`src/rtl/op_accum.sv`:
```
// -----------------------------------------------------------------------------
// op_accum -- streaming frame accumulator
//
// Sums up to LEN N-bit samples per frame with the same signed/unsigned and
// wrap/saturate rules as op_add. It then presents the frame sum, the sticky
// overflow/underflow flags and the sample count on a valid/ready output port.
// A result waiting in HOLD back-pressures the input. When the result is taken,
// the input can start the next frame in the same cycle.
//
// Optional build macro:
//   OP_ACCUM_EVTCNT_EN  adds out_evt, which counts the adds in the frame that
//                       raised ov or uv.
//
// Ports:
//   clk        in   1      clock, posedge
//   rst_n      in   1      asynchronous active-low reset
//   clr        in   1      synchronous clear of the partial frame and the held result
//   in_valid   in   1      sample valid
//   in_ready   out  1      sample ready (combinational from state, out_ready, clr)
//   in_data    in   N      sample value
//   in_last    in   1      closes the frame with this sample
//   out_valid  out  1      frame result valid
//   out_ready  in   1      downstream accepts the result
//   out_sum    out  N      frame sum
//   out_ov     out  1      sticky overflow of the frame
//   out_uv     out  1      sticky underflow of the frame
//   out_cnt    out  CNT_W  samples in the frame (1..LEN)
//   out_evt    out  CNT_W  adds that raised ov/uv (OP_ACCUM_EVTCNT_EN only)
// -----------------------------------------------------------------------------
module op_accum #(
  parameter int N        = 8,
  parameter int SIGNED   = 1,
  parameter int SATURATE = 1,
  parameter int LEN      = 4,
  parameter int CNT_W    = $clog2(LEN + 1)
) (
  input  logic             clk,
  input  logic             rst_n,
  input  logic             clr,
  input  logic             in_valid,
  output logic             in_ready,
  input  logic [N-1:0]     in_data,
  input  logic             in_last,
  output logic             out_valid,
  input  logic             out_ready,
  output logic [N-1:0]     out_sum,
  output logic             out_ov,
  output logic             out_uv,
  output logic [CNT_W-1:0] out_cnt
`ifdef OP_ACCUM_EVTCNT_EN
  ,
  output logic [CNT_W-1:0] out_evt
`endif
);

  typedef enum logic [1:0] {
    IDLE  = 2'd0,
    ACCUM = 2'd1,
    HOLD  = 2'd2
  } state_t;

  localparam logic [N-1:0]     SMAX  = {1'b0, {(N-1){1'b1}}};
  localparam logic [N-1:0]     SMIN  = {1'b1, {(N-1){1'b0}}};
  localparam logic [N-1:0]     UMAX  = {N{1'b1}};
  localparam logic [CNT_W-1:0] LEN_C = CNT_W'(LEN);

  state_t           state_q;
  logic [N-1:0]     acc_q;
  logic [CNT_W-1:0] cnt_q;
  logic             ov_q, uv_q;
  logic             out_valid_q;
  logic [N-1:0]     out_sum_q;
  logic             out_ov_q, out_uv_q;
  logic [CNT_W-1:0] out_cnt_q;

  logic             accept;
  logic             first;
  logic [N:0]       sum_ext;
  logic             add_ov, add_uv;
  logic [N-1:0]     add_res;
  logic [N-1:0]     acc_d;
  logic [CNT_W-1:0] cnt_d;
  logic             ov_d, uv_d;
  logic             close_d;

`ifdef OP_ACCUM_EVTCNT_EN
  logic [CNT_W-1:0] evt_q, evt_d, out_evt_q;
`endif

  // HOLD can only accept when the held result leaves in the same cycle.
  // That keeps the output registers from being overwritten while they wait.
  assign in_ready  = !clr && ((state_q != HOLD) || out_ready);
  assign accept    = in_valid && in_ready;
  assign out_valid = out_valid_q;
  assign out_sum   = out_sum_q;
  assign out_ov    = out_ov_q;
  assign out_uv    = out_uv_q;
  assign out_cnt   = out_cnt_q;
`ifdef OP_ACCUM_EVTCNT_EN
  assign out_evt   = out_evt_q;
`endif

  // Adder plus the next frame values, assuming this cycle accepts a sample.
  always_comb begin
    // NOTE: every signal gets a default first so no path leaves it unassigned,
    // which would otherwise infer a latch.
    sum_ext = {1'b0, acc_q} + {1'b0, in_data};
    add_ov  = 1'b0;
    add_uv  = 1'b0;
    add_res = sum_ext[N-1:0];

    if (SIGNED != 0) begin
      add_ov = !acc_q[N-1] && !in_data[N-1] &&  sum_ext[N-1];
      add_uv =  acc_q[N-1] &&  in_data[N-1] && !sum_ext[N-1];
    end else begin
      add_ov = sum_ext[N];
    end

    if (SATURATE != 0) begin
      if (add_ov)      add_res = (SIGNED != 0) ? SMAX : UMAX;
      else if (add_uv) add_res = SMIN;
    end

    // A sample taken outside ACCUM always opens a new frame.
    first   = (state_q != ACCUM);
    acc_d   = first ? in_data : add_res;
    ov_d    = !first && (ov_q || add_ov);
    uv_d    = !first && (uv_q || add_uv);
    cnt_d   = first ? CNT_W'(1) : cnt_q + CNT_W'(1);
    close_d = in_last || (cnt_d == LEN_C);
`ifdef OP_ACCUM_EVTCNT_EN
    evt_d   = first ? '0 : evt_q + CNT_W'(add_ov || add_uv);
`endif
  end

  // FSM, frame state and registered outputs.
  // NOTE: sequential state uses non-blocking assignments only. Every register
  // then samples the pre-edge values, whatever the statement order.
  always_ff @(posedge clk or negedge rst_n) begin
    if (!rst_n) begin
      state_q     <= IDLE;
      acc_q       <= '0;
      cnt_q       <= '0;
      ov_q        <= 1'b0;
      uv_q        <= 1'b0;
      out_valid_q <= 1'b0;
      out_sum_q   <= '0;
      out_ov_q    <= 1'b0;
      out_uv_q    <= 1'b0;
      out_cnt_q   <= '0;
`ifdef OP_ACCUM_EVTCNT_EN
      evt_q       <= '0;
      out_evt_q   <= '0;
`endif
    end else if (clr) begin
      state_q     <= IDLE;
      acc_q       <= '0;
      cnt_q       <= '0;
      ov_q        <= 1'b0;
      uv_q        <= 1'b0;
      out_valid_q <= 1'b0;
      out_sum_q   <= '0;
      out_ov_q    <= 1'b0;
      out_uv_q    <= 1'b0;
      out_cnt_q   <= '0;
`ifdef OP_ACCUM_EVTCNT_EN
      evt_q       <= '0;
      out_evt_q   <= '0;
`endif
    end else begin
      // Result taken: drop it. An accept in the same cycle overrides this below.
      if (out_valid_q && out_ready) begin
        out_valid_q <= 1'b0;
        state_q     <= IDLE;
      end

      if (accept) begin
        acc_q <= acc_d;
        cnt_q <= cnt_d;
        ov_q  <= ov_d;
        uv_q  <= uv_d;
`ifdef OP_ACCUM_EVTCNT_EN
        evt_q <= evt_d;
`endif
        if (close_d) begin
          state_q     <= HOLD;
          out_valid_q <= 1'b1;
          out_sum_q   <= acc_d;
          out_ov_q    <= ov_d;
          out_uv_q    <= uv_d;
          out_cnt_q   <= cnt_d;
`ifdef OP_ACCUM_EVTCNT_EN
          out_evt_q   <= evt_d;
`endif
        end else begin
          state_q <= ACCUM;
        end
      end
    end
  end

endmodule

```
`config.mk`:
```
export PLATFORM = sky130hd
export DESIGN_NAME = op_accum
export DESIGN_NICKNAME = d
export VERILOG_FILES = /design/src/rtl/op_accum.sv
export SDC_FILE = /design/constraint.sdc
export NUM_CORES = 1
export LEC_CHECK = 0
export ABC_AREA = 1
export BUFFER_PORTS_ARGS = -buffer_cell sky130_fd_sc_hd__buf_4
export CAP_MARGIN = 20
export CORE_MARGIN = 5
export CORE_UTILIZATION = 35
export CTS_CLUSTER_SIZE = 10
export DETAILED_ROUTE_END_ITERATION = 16
export PLACE_DENSITY = 0.51
export SYNTH_ARGS = -nofsm -noshare
export SYNTH_HDL_FRONTEND = slang
export SYNTH_SLANG_ARGS = --single-unit
```
`constraint.sdc`:
```
create_clock -name clk -period 4.1 [get_ports clk]
set_input_delay 0.205 -clock clk [delete_from_list [all_inputs] [get_ports clk]]
set_output_delay 0.205 -clock clk [all_outputs]
set_load 0.01 [all_outputs]
```
# ---- Yosys cells after proc, flatten, opt, wreduce, memory -nomap -nowiden
# Index checks and enable logic that the tools add are counted.
# Widths: inputs -> output; s select.
dict set report totals {
  mem_bits_ro 0
  memories 0
  latch_bits 0
  inputBits 14
  out_inout_bits 15
  ram_bits 0
  regBits 29
  wordCells 69
}
dict set report classes {
  eq_ne 3
  bitwise 0
  div 0
  n_reduce_logical 22
  order_cmp 0
  n_shift 0
  mux 32
  n_addsub 2
  mul 0
}
# op n
set op_table {}
lappend op_table {{$mux 8} 8}
lappend op_table {{$mux 3} 6}
lappend op_table {{$mux 1} 14}
lappend op_table {{$logic_and 1x1->1} 9}
lappend op_table {{$add 8x8->8} 1}
lappend op_table {{$mux 2} 4}
lappend op_table {{$logic_not 1->1} 5}
lappend op_table {{$logic_or 1x1->1} 4}
lappend op_table {{$reduce_bool 2->1} 2}
lappend op_table {{$add 3x1->3 const B} 1}
lappend op_table {{$eq 3x3->1 const B} 1}
lappend op_table {{$reduce_bool 3->1} 1}
lappend op_table {{$ne 2x1->1 const B} 1}
lappend op_table {{$ne 2x2->1 const B} 1}
lappend op_table {{$reduce_and 2->1} 1}

# ---- Depth between registers and ports, before layout
# Gate-level depths: netlist of run 1.
dict set report depth {
  ltp_word 9
  ltp_mapped 15
  ltp_nobuf 15
}

# ---- Least setup slack after synthesis of run 1
# No wires, ideal clock.
dict set report synth_timing {
  path_kind {register -> register}
  startpoint {reg acc_q[4]}
  endpoint {reg out_sum_q[1] (netlist: out_sum[1])}
  synth_period_minus_slack_ns 2.350
  required_ns 4.035
  t_arrival_ns 2.285
  stages_incl_launch_ff 14
  setup_ns 0.065
  slack_ns 1.750
  n_path_buf 0
  cell_sequence {dfrtp_1 -> ha_1 -> a21oi_1 -> nand2_1 -> a21oi_1 -> o21bai_1 -> fa_1 -> inv_1 -> nand2_1 -> nand2_1 -> o21bai_1 -> a21oi_1 -> nand2_1 -> nand2_1}
}
dict set report synth_via {
  elab_chain_cells 9
  elab_cells_between_ends 10
  classes_between {add/sub: 1; mux: 6; reduce/logical: 3}
}
# element line_no
set synth_lines {}
lappend synth_lines {{start, declared} 68} ;# logic [N-1:0] acc_q;
lappend synth_lines {{start signal, assigned} 142} ;# acc_q <= '0;
lappend synth_lines {{start signal, assigned} 157} ;# acc_q <= '0;
lappend synth_lines {{start signal, assigned} 178} ;# acc_q <= acc_d;
lappend synth_lines {{$add 8x8->8 (*)} 107} ;# sum_ext = {1'b0, acc_q} + {1'b0, in_data};
lappend synth_lines {{$logic_not 1->1} 114} ;# add_uv = acc_q[N-1] && in_data[N-1] && !sum_ext[N-1];
lappend synth_lines {{$logic_and 1x1->1} 114}
lappend synth_lines {{$mux 8} 121} ;# else if (add_uv) add_res = SMIN;
lappend synth_lines {{$mux 8 (*)} 120} ;# if (add_ov) add_res = (SIGNED != 0) ? SMAX : UMAX;
lappend synth_lines {{$mux 8 (*)} 126} ;# acc_d = first ? in_data : add_res;
lappend synth_lines {{$mux 8 (*)} 185} ;# if (close_d) begin
lappend synth_lines {{$mux 8 (*)} 177} ;# if (accept) begin
lappend synth_lines {{$mux 8 (*)} 155} ;# end else if (clr) begin
lappend synth_lines {{end signal, assigned} 147} ;# out_sum_q <= '0;
lappend synth_lines {{end signal, assigned} 162} ;# out_sum_q <= '0;
lappend synth_lines {{end signal, assigned} 188} ;# out_sum_q <= acc_d;
lappend synth_lines {{end, declared} 72} ;# logic [N-1:0] out_sum_q;
# Mark *: on every way between the ends. The rest lies on a longest branch, timed or not. The select of a mux whose other input is x is not followed.
# A chain may end at the register's enable or synchronous reset.

# ---- Final worst setup path of run 1
# Ends and elaborated chain as after synthesis.

==> results.json, run 1 <==
{
  "path_clk_slew_ns": 0.07,
  "track_usage_pct": 14.37,
  "placementRows": 25,
  "crit_path_max_fanout": 7,
  "rr_endpoint": "out_sum[1]",
  "drtAntennaViolNets": 0,
  "worstMarginPinSlew_ns": 0.5600,
  "total_power_uw": 712.4,
  "cpMostUsedCell": "nand2_1",
  "post_cts_buffers": 0,
  "finalCritPeriodShare_pct": 64.62,
  "drt_wl_total_um": 4160,
  "ir_worst_vdd_uv": 127.0,
  "drive_gt1_share_pct": 18.15,
  "io_pins": 29,
  "worst_setup_path_startpoint": "acc_q[4]",
  "crit_path_top_delay_cell": "fa_1",
  "arrival_ns": 2.87,
  "fin_worst_skew_ns": 0.004259,
  "dpl-instance-area_um2": 1983,
  "drc": 0,
  "core_area_um2": 4786,
  "cts_tree": "built",
  "final_util_pct": 43.45,
  "final_common_cell": "nand2_1",
  "nNetsFinal": 285,
  "cp-endpoint": "out_sum[1]",
  "min_path_type": "in2reg",
  "grt_setup_unrepaired": "no",
  "grt_max_degree": 30,
  "synth_cell_types": 21,
  "cts_sinks": 29,
  "grt_pass1_wl_um": 7100,
  "first_iter_violations": 87,
  "num_vias": 1502,
  "antenna_found_initial": 0,
  "crit_type": "reg2reg",
  "power.density_nw_per_um2": 342.6,
  "yosysWarnings": 0,
  "crit_path_end_kind": "flop",
  "relSlewSlack_pct": 62.63,
  "wire_per_inst_um": 12.76,
  "die_width_um": 80.77,
  "ys_seq_elements": 29,
  "dieArea_um2": 6524,
  "final_hold_viol_count": 0,
  "routed_via_density": 4.607,
  "p_int_uw": 495.7,
  "place_congestion": 0.7874,
  "cts_resized": 0,
  "cts_buffers": 5,
  "syn_area_um2": 1753,
  "die_y_um": 80.77,
  "cts_buffer_depth": 2,
  "synthCells": 229,
  "synth_fp_nets": 255,
  "port_buffers": 28,
  "cts_hold_buf": 1,
  "power_frac_comb_pct": 21.4,
  "crit_chain": "ha_1, a21oi_1, nand2_1, a21oi_1, o21bai_1, fa_1, inv_1, nand2_1, nand2_1, o21bai_1, a21oi_1, nand2_1, nand2_1",
  "area_delta_synth_final_pct": 18.63,
  "clkLatencyLatePin_ns": 0.28,
  "htreeDepth": 2,
  "diodes": 0,
  "power.share.clock_pct": 34.7,
  "max_stage_delay_ns": 0.50,
  "syn_avg_cell_area_um2": 7.655,
  "cts_root_buf": "clkbuf_8",
  "layout_common_cells": "88 x nand2_1, 29 x dfrtp_1, 28 x buf_4, 22 x nand3_1, 21 x inv_1",
  "total_leakage_power_uw": 0.001171,
  "required_ns": 4.32,
  "power_switching_uw": 216.8,
  "setup_viol": 0,
  "worstSetupStartpointType": "flop",
  "dr.pass1.iters": 4,
  "overflow": 0,
  "multi_input_area_um2": 867.1,
  "max_cap_viol_count": 0,
  "design_area_um2": 2079,
  "slew_viol_final": 0,
  "ff_latch_area_um2": 725.7,
  "r2r-start": "acc_q[4]",
  "swShare_pct": 30.43,
  "synth-seq-area-share_pct": 41.40,
  "start_util_pct": 36.63,
  "r2r_cells": 13,
  "nFillCells": 500,
  "grt_pass1_vias": 1472,
  "clock.fmax_mhz": 377.5,
  "dp_hpwl_um": 2990,
  "r2r_setup_slack_ns": 1.45,
  "seqPwrFrac_pct": 43.9,
  "tns_ns": 0,
  "finalCriticalPeriod_ns": 2.649,
  "status": "complete, no violations"
}
-- synth_stat cells, drive strengths merged --
cell | n | area [µm²]
nand2 | 92 | 365.3
dfrtp | 29 | 725.7
o21ai | 8 | 40.04
nand3 | 22 | 110.1
nor2 | 20 | 95.09
fa | 2 | 40.04
buf | 6 | 63.81
a22o | 2 | 17.52
inv | 25 | 96.35
or2 | 1 | 6.260
ha | 10 | 125.1
o21bai | 2 | 15.01
a21oi | 9 | 45.04
a21o | 1 | 7.510
-- cells by family after synthesis --
family | share of synthesized area, %
and+or+nand+nor | 32.91
buffers and inverters | 9.137
DFF | 41.40
AOI/OAI and AO/OA | 7.138
adders and majority gates | 9.422
-- flip-flops by register name, summed over array words and instances, names as in the netlist --
name	cells
out_sum	8
out_ov	1
uv_q	1
acc_q	8
out_cnt	3
state_q	2
ov_q	1
out_uv	1
cnt_q	3
out_valid	1
-- critical path, delay by kind of cell (launching register included) --
family          cells  cell delay (ns)
flops               1             0.38
compound gates      5             0.78
buf+inv             1             0.04
fa+ha+maj           2             0.83
simple gates        5             0.55
-- layer usage --
metal  wire length (µm)  vias up  track usage, %
met4                 57        0           4.561
met2               1814       28           21.69
met5                  0        -               0
li1                   -      779               -
met1               2071      690           19.89
met3                216        5           4.102
-- final cells by class --
cell class / count / share of cell area [%]
sequential: 29 / 34.90
tap: 67 / 4.031
multi-input combinational: 169 / 41.70
inverter: 25 / 4.633
timing repair buffer: 29 / 10.59
clock buffer: 7 / 4.152
-- worst min-delay path by stage --
| stage | from | end | slack (ns) | depth (start not counted) |
|---|---|---|---|---|
| after global placement | rst_n | out_sum[1] | 0.16 | 1 |
| after CTS | clr | out_valid | 0.18 | 2 |
| after global routing | clr | out_valid | 0.19 | 2 |
| final | clr | out_valid | 0.19 | 2 |
| after detailed placement | rst_n | out_sum[1] | 0.16 | 1 |
| after floorplan | rst_n | acc_q[0] | -0.09 | 0 |
-- metrics by stage --
step / instances / hold WS, ns / worst slack (ns)
2_1_floorplan: 229 / -0.09059 / 1.750
3_3_place_gp: 318 / 0.1636 / 1.430
3_5_place_dp: 318 / 0.1649 / 1.442
4_1_cts: 326 / 0.1821 / 1.415
5_1_grt: 326 / 0.1949 / 1.089
6_report: 326 / 0.1870 / 1.451
-- power by group through the flow --
| stage | logic (µW) | registers, µW | clock network (µW) |
|---|---|---|---|
| global placement | 155 | 318 | 0 |
| global route | 178 | 315 | 266 |
| finish | 152 | 313 | 247 |
| CTS | 155 | 313 | 253 |
| floorplan | 105 | 319 | 0 |
| detailed placement | 154 | 318 | 0 |
(Power assumes the default switching activity.)
==> run 2: changes to the inputs <==
--- a/config.mk
+++ b/config.mk
@@ -12,7 +12,7 @@
 export CORE_UTILIZATION = 35
 export CTS_CLUSTER_SIZE = 10
 export DETAILED_ROUTE_END_ITERATION = 16
-export PLACE_DENSITY = 0.51
+export PLACE_DENSITY = 0.53
 export SYNTH_ARGS = -nofsm -noshare
 export SYNTH_HDL_FRONTEND = slang
 export SYNTH_SLANG_ARGS = --single-unit
==> constraint.sdc (replaced) <==
create_clock -name clk -period 2.3 [get_ports clk]
set_input_delay 0.115 -clock clk [delete_from_list [all_inputs] [get_ports clk]]
set_output_delay 0.115 -clock clk [all_outputs]
set_load 0.01 [all_outputs]
==> run 2 against run 1 <==
  * The flow now finishes with violations (negative setup slack)
  * Wire length rose by 1.8%
  * Critical path depth up 2
  * Non-clock buffer count grew 12
  * Via count rose by 2.5%
  * Die area unchanged
  * Clock skew increased by 0.0047 ns
  * Clock power is 130% higher
  * Cell count up 4.0%
  * Worst setup slack lost 1.5 ns
  * Critical endpoint is now out_sum[3]
  * Largest cell class unchanged
  * Highest routed layer unchanged
==> results.json, run 2 (synthesis results as in run 1) <==
{
  "cts_tree": "built",
  "worst_hold_slack_ns": 0.09820,
  "layout_common_cells": "81 x nand2_1, 40 x buf_4, 29 x dfrtp_1, 20 x inv_1, 20 x nand3_1",
  "dp.cells": 328,
  "diodes": 0,
  "dp_hpwl_um": 3034,
  "relSlewSlack_pct": 74.03,
  "drive_gt1_share_pct": 30.15,
  "cts_buffers": 5,
  "gr-max-usage-layer": "met2",
  "overflow": 0,
  "first_iter_violations": 68,
  "crit_chain": "ha_1, nand2_1, nand2_2, nand3_2, nand2_2, a21oi_2, o21bai_1, fa_1, inv_1, nand2_2, buf_4, nand2_1, o21ai_2, nand3_1, nand2_1",
  "max_stage_delay_ns": 0.52,
  "drt_wl_total_um": 4234,
  "drtAntennaViolNets": 0,
  "crit_path_end_kind": "flop",
  "nNetsFinal": 297,
  "routed_via_density": 4.543,
  "die_width_um": 80.77,
  "instances_no_fill": 339,
  "crit_type": "reg2reg",
  "finalCriticalPeriod_ns": 2.360,
  "crit_path_top_delay_cell": "fa_1",
  "grt_pass1_wl_um": 7113,
  "crit_buf_inv": 2,
  "track_usage_pct": 14.52,
  "port_buffers": 28,
  "use_met2_pct": 22.68,
  "dr.pass1.iters": 5,
  "fin_worst_skew_ns": 0.008958,
  "final_util_pct": 48.26,
  "htreeDepth": 2,
  "path_clk_slew_ns": 0.07,
  "grt_max_degree": 30,
  "antenna_found_initial": 0,
  "power.density_nw_per_um2": 634.9,
  "io_pins": 29,
  "final_hold_viol_count": 0,
  "max_cap_viol_count": 0,
  "place_congestion": 0.7866,
  "worstMarginPinSlew_ns": 0.3896,
  "p_int_uw": 1045,
  "violations": "negative setup slack",
  "dieArea_um2": 6524,
  "grt_use_met1_pct": 19.39,
  "min_path_type": "in2reg",
  "area_delta_synth_final_pct": 31.76,
  "status": "finished, violations left",
  "clock.fmax_mhz": 423.7,
  "final_common_cell": "nand2_1",
  "cts_root_buf": "clkbuf_8",
  "power_frac_comb_pct": 23.8,
  "power_switching_uw": 421.4,
  "total_leakage_power_uw": 0.001245,
  "start_util_pct": 36.63,
  "arrival_ns": 2.59,
  "slew_viol_final": 0,
  "cp_top_family": "adder cells",
  "placementRows": 25,
  "num_vias": 1540,
  "grt_pass1_vias": 1523,
  "dp_slack_ns": -0.2143,
  "drc": 0,
  "seqPwrFrac_pct": 38.0,
  "ir_worst_vdd_uv": 362.7,
  "setup_viol": 15,
  "required_ns": 2.53,
  "grt_setup_unrepaired": "yes",
  "cts_sinks": 29,
  "clkLatencyLatePin_ns": 0.29,
  "core_area_um2": 4786,
  "use_met3_pct": 3.991,
  "crit_path_max_fanout": 4,
  "wire_per_inst_um": 12.49,
  "worstSetupStartpointType": "flop",
  "swShare_pct": 28.73,
  "power.share.clock_pct": 38.2,
  "die_y_um": 80.77,
  "finalCritPeriodShare_pct": 102.6,
  "postLayoutSetupSlackWorst_ns": -0.06024,
  "cts_buffer_depth": 2
}
-- run 2: cell types whose count changed in the layout (fill, tap and decap cells not counted), moves of 3 or more --
| cell | previous run | this run |
|---|---|---|
| a21oi_1 | 9 | 3 |
| a21oi_2 | 0 | 6 |
| ha_4 | 0 | 3 |
| ha_1 | 10 | 7 |
| nand2_1 | 88 | 81 |
| nand2_2 | 2 | 9 |
| buf_4 | 28 | 40 |
| o21ai_0 | 8 | 5 |
-- run 2: metrics by stage --
stage / instance area (µm²) / total power, µW / setup TNS [ns]
final: 2310 / 1467 / -0.4493
after detailed placement: 2063 / 869.0 / -1.897
after global placement: 2063 / 870.3 / -1.091
after global routing: 2310 / 1562 / -3.628
after CTS: 2246 / 1457 / -0.7261
after floorplan: 1758 / 758.3 / -0.001846
-- run 2: worst paths after layout --
check	slack, ns	endpoint	from	depth (start not counted)
setup / recovery	-0.06	out_sum[3]	acc_q[1]	15
hold / removal	0.1	out_valid	out_ready	4
setup reg to reg	-0.06	out_sum[3]	acc_q[1]	15
hold reg to reg	0.47	out_cnt[1]	out_cnt[1]	2
max in group asynchronous	1.72	out_sum[5]	rst_n	2
min in group asynchronous	0.30	out_sum[3]	rst_n	2
-- run 2: worst min-delay path, cell delays in order --
cell,delay [ns]
buf_4,0.08
inv_1,0.04
nand2_1,0.05
a21oi_1,0.06
-- run 2: power by group through the flow --
stage,Clock [µW],Sequential [µW],Combinational (µW)
finish,560,558,349
global route,605,562,395
CTS,571,556,329
detailed placement,0,565,304
global placement,0,564,306
floorplan,0,569,189
-- run 2: area by class of cell --
class / count / area [µm²]
Clock inverter: 1 / 30.03
Sequential cell: 29 / 725.7
Fill cell: 496 / 2476
Clock buffer: 7 / 86.33
Timing Repair Buffer: 41 / 310.3
Inverter: 25 / 96.34
Multi-Input combinational cell: 169 / 977.2
Tap cell: 67 / 83.83
-- run 2: routing by layer --
metal	vias to the layer above	wire length, µm
met4	0	65
met1	700	2070
li1	803	-
met5	-	0
met3	6	175
met2	31	1923
-- run 2: timing repair --
action / in CTS / in global routing
hold buffers: 1 / 0
endpoints found under the setup margin: 18 / 18
pin swaps: 9 / 6
hold endpoints to repair: 29 / 0
resized for setup: 16 / 8
buffers inserted: 0 / 2
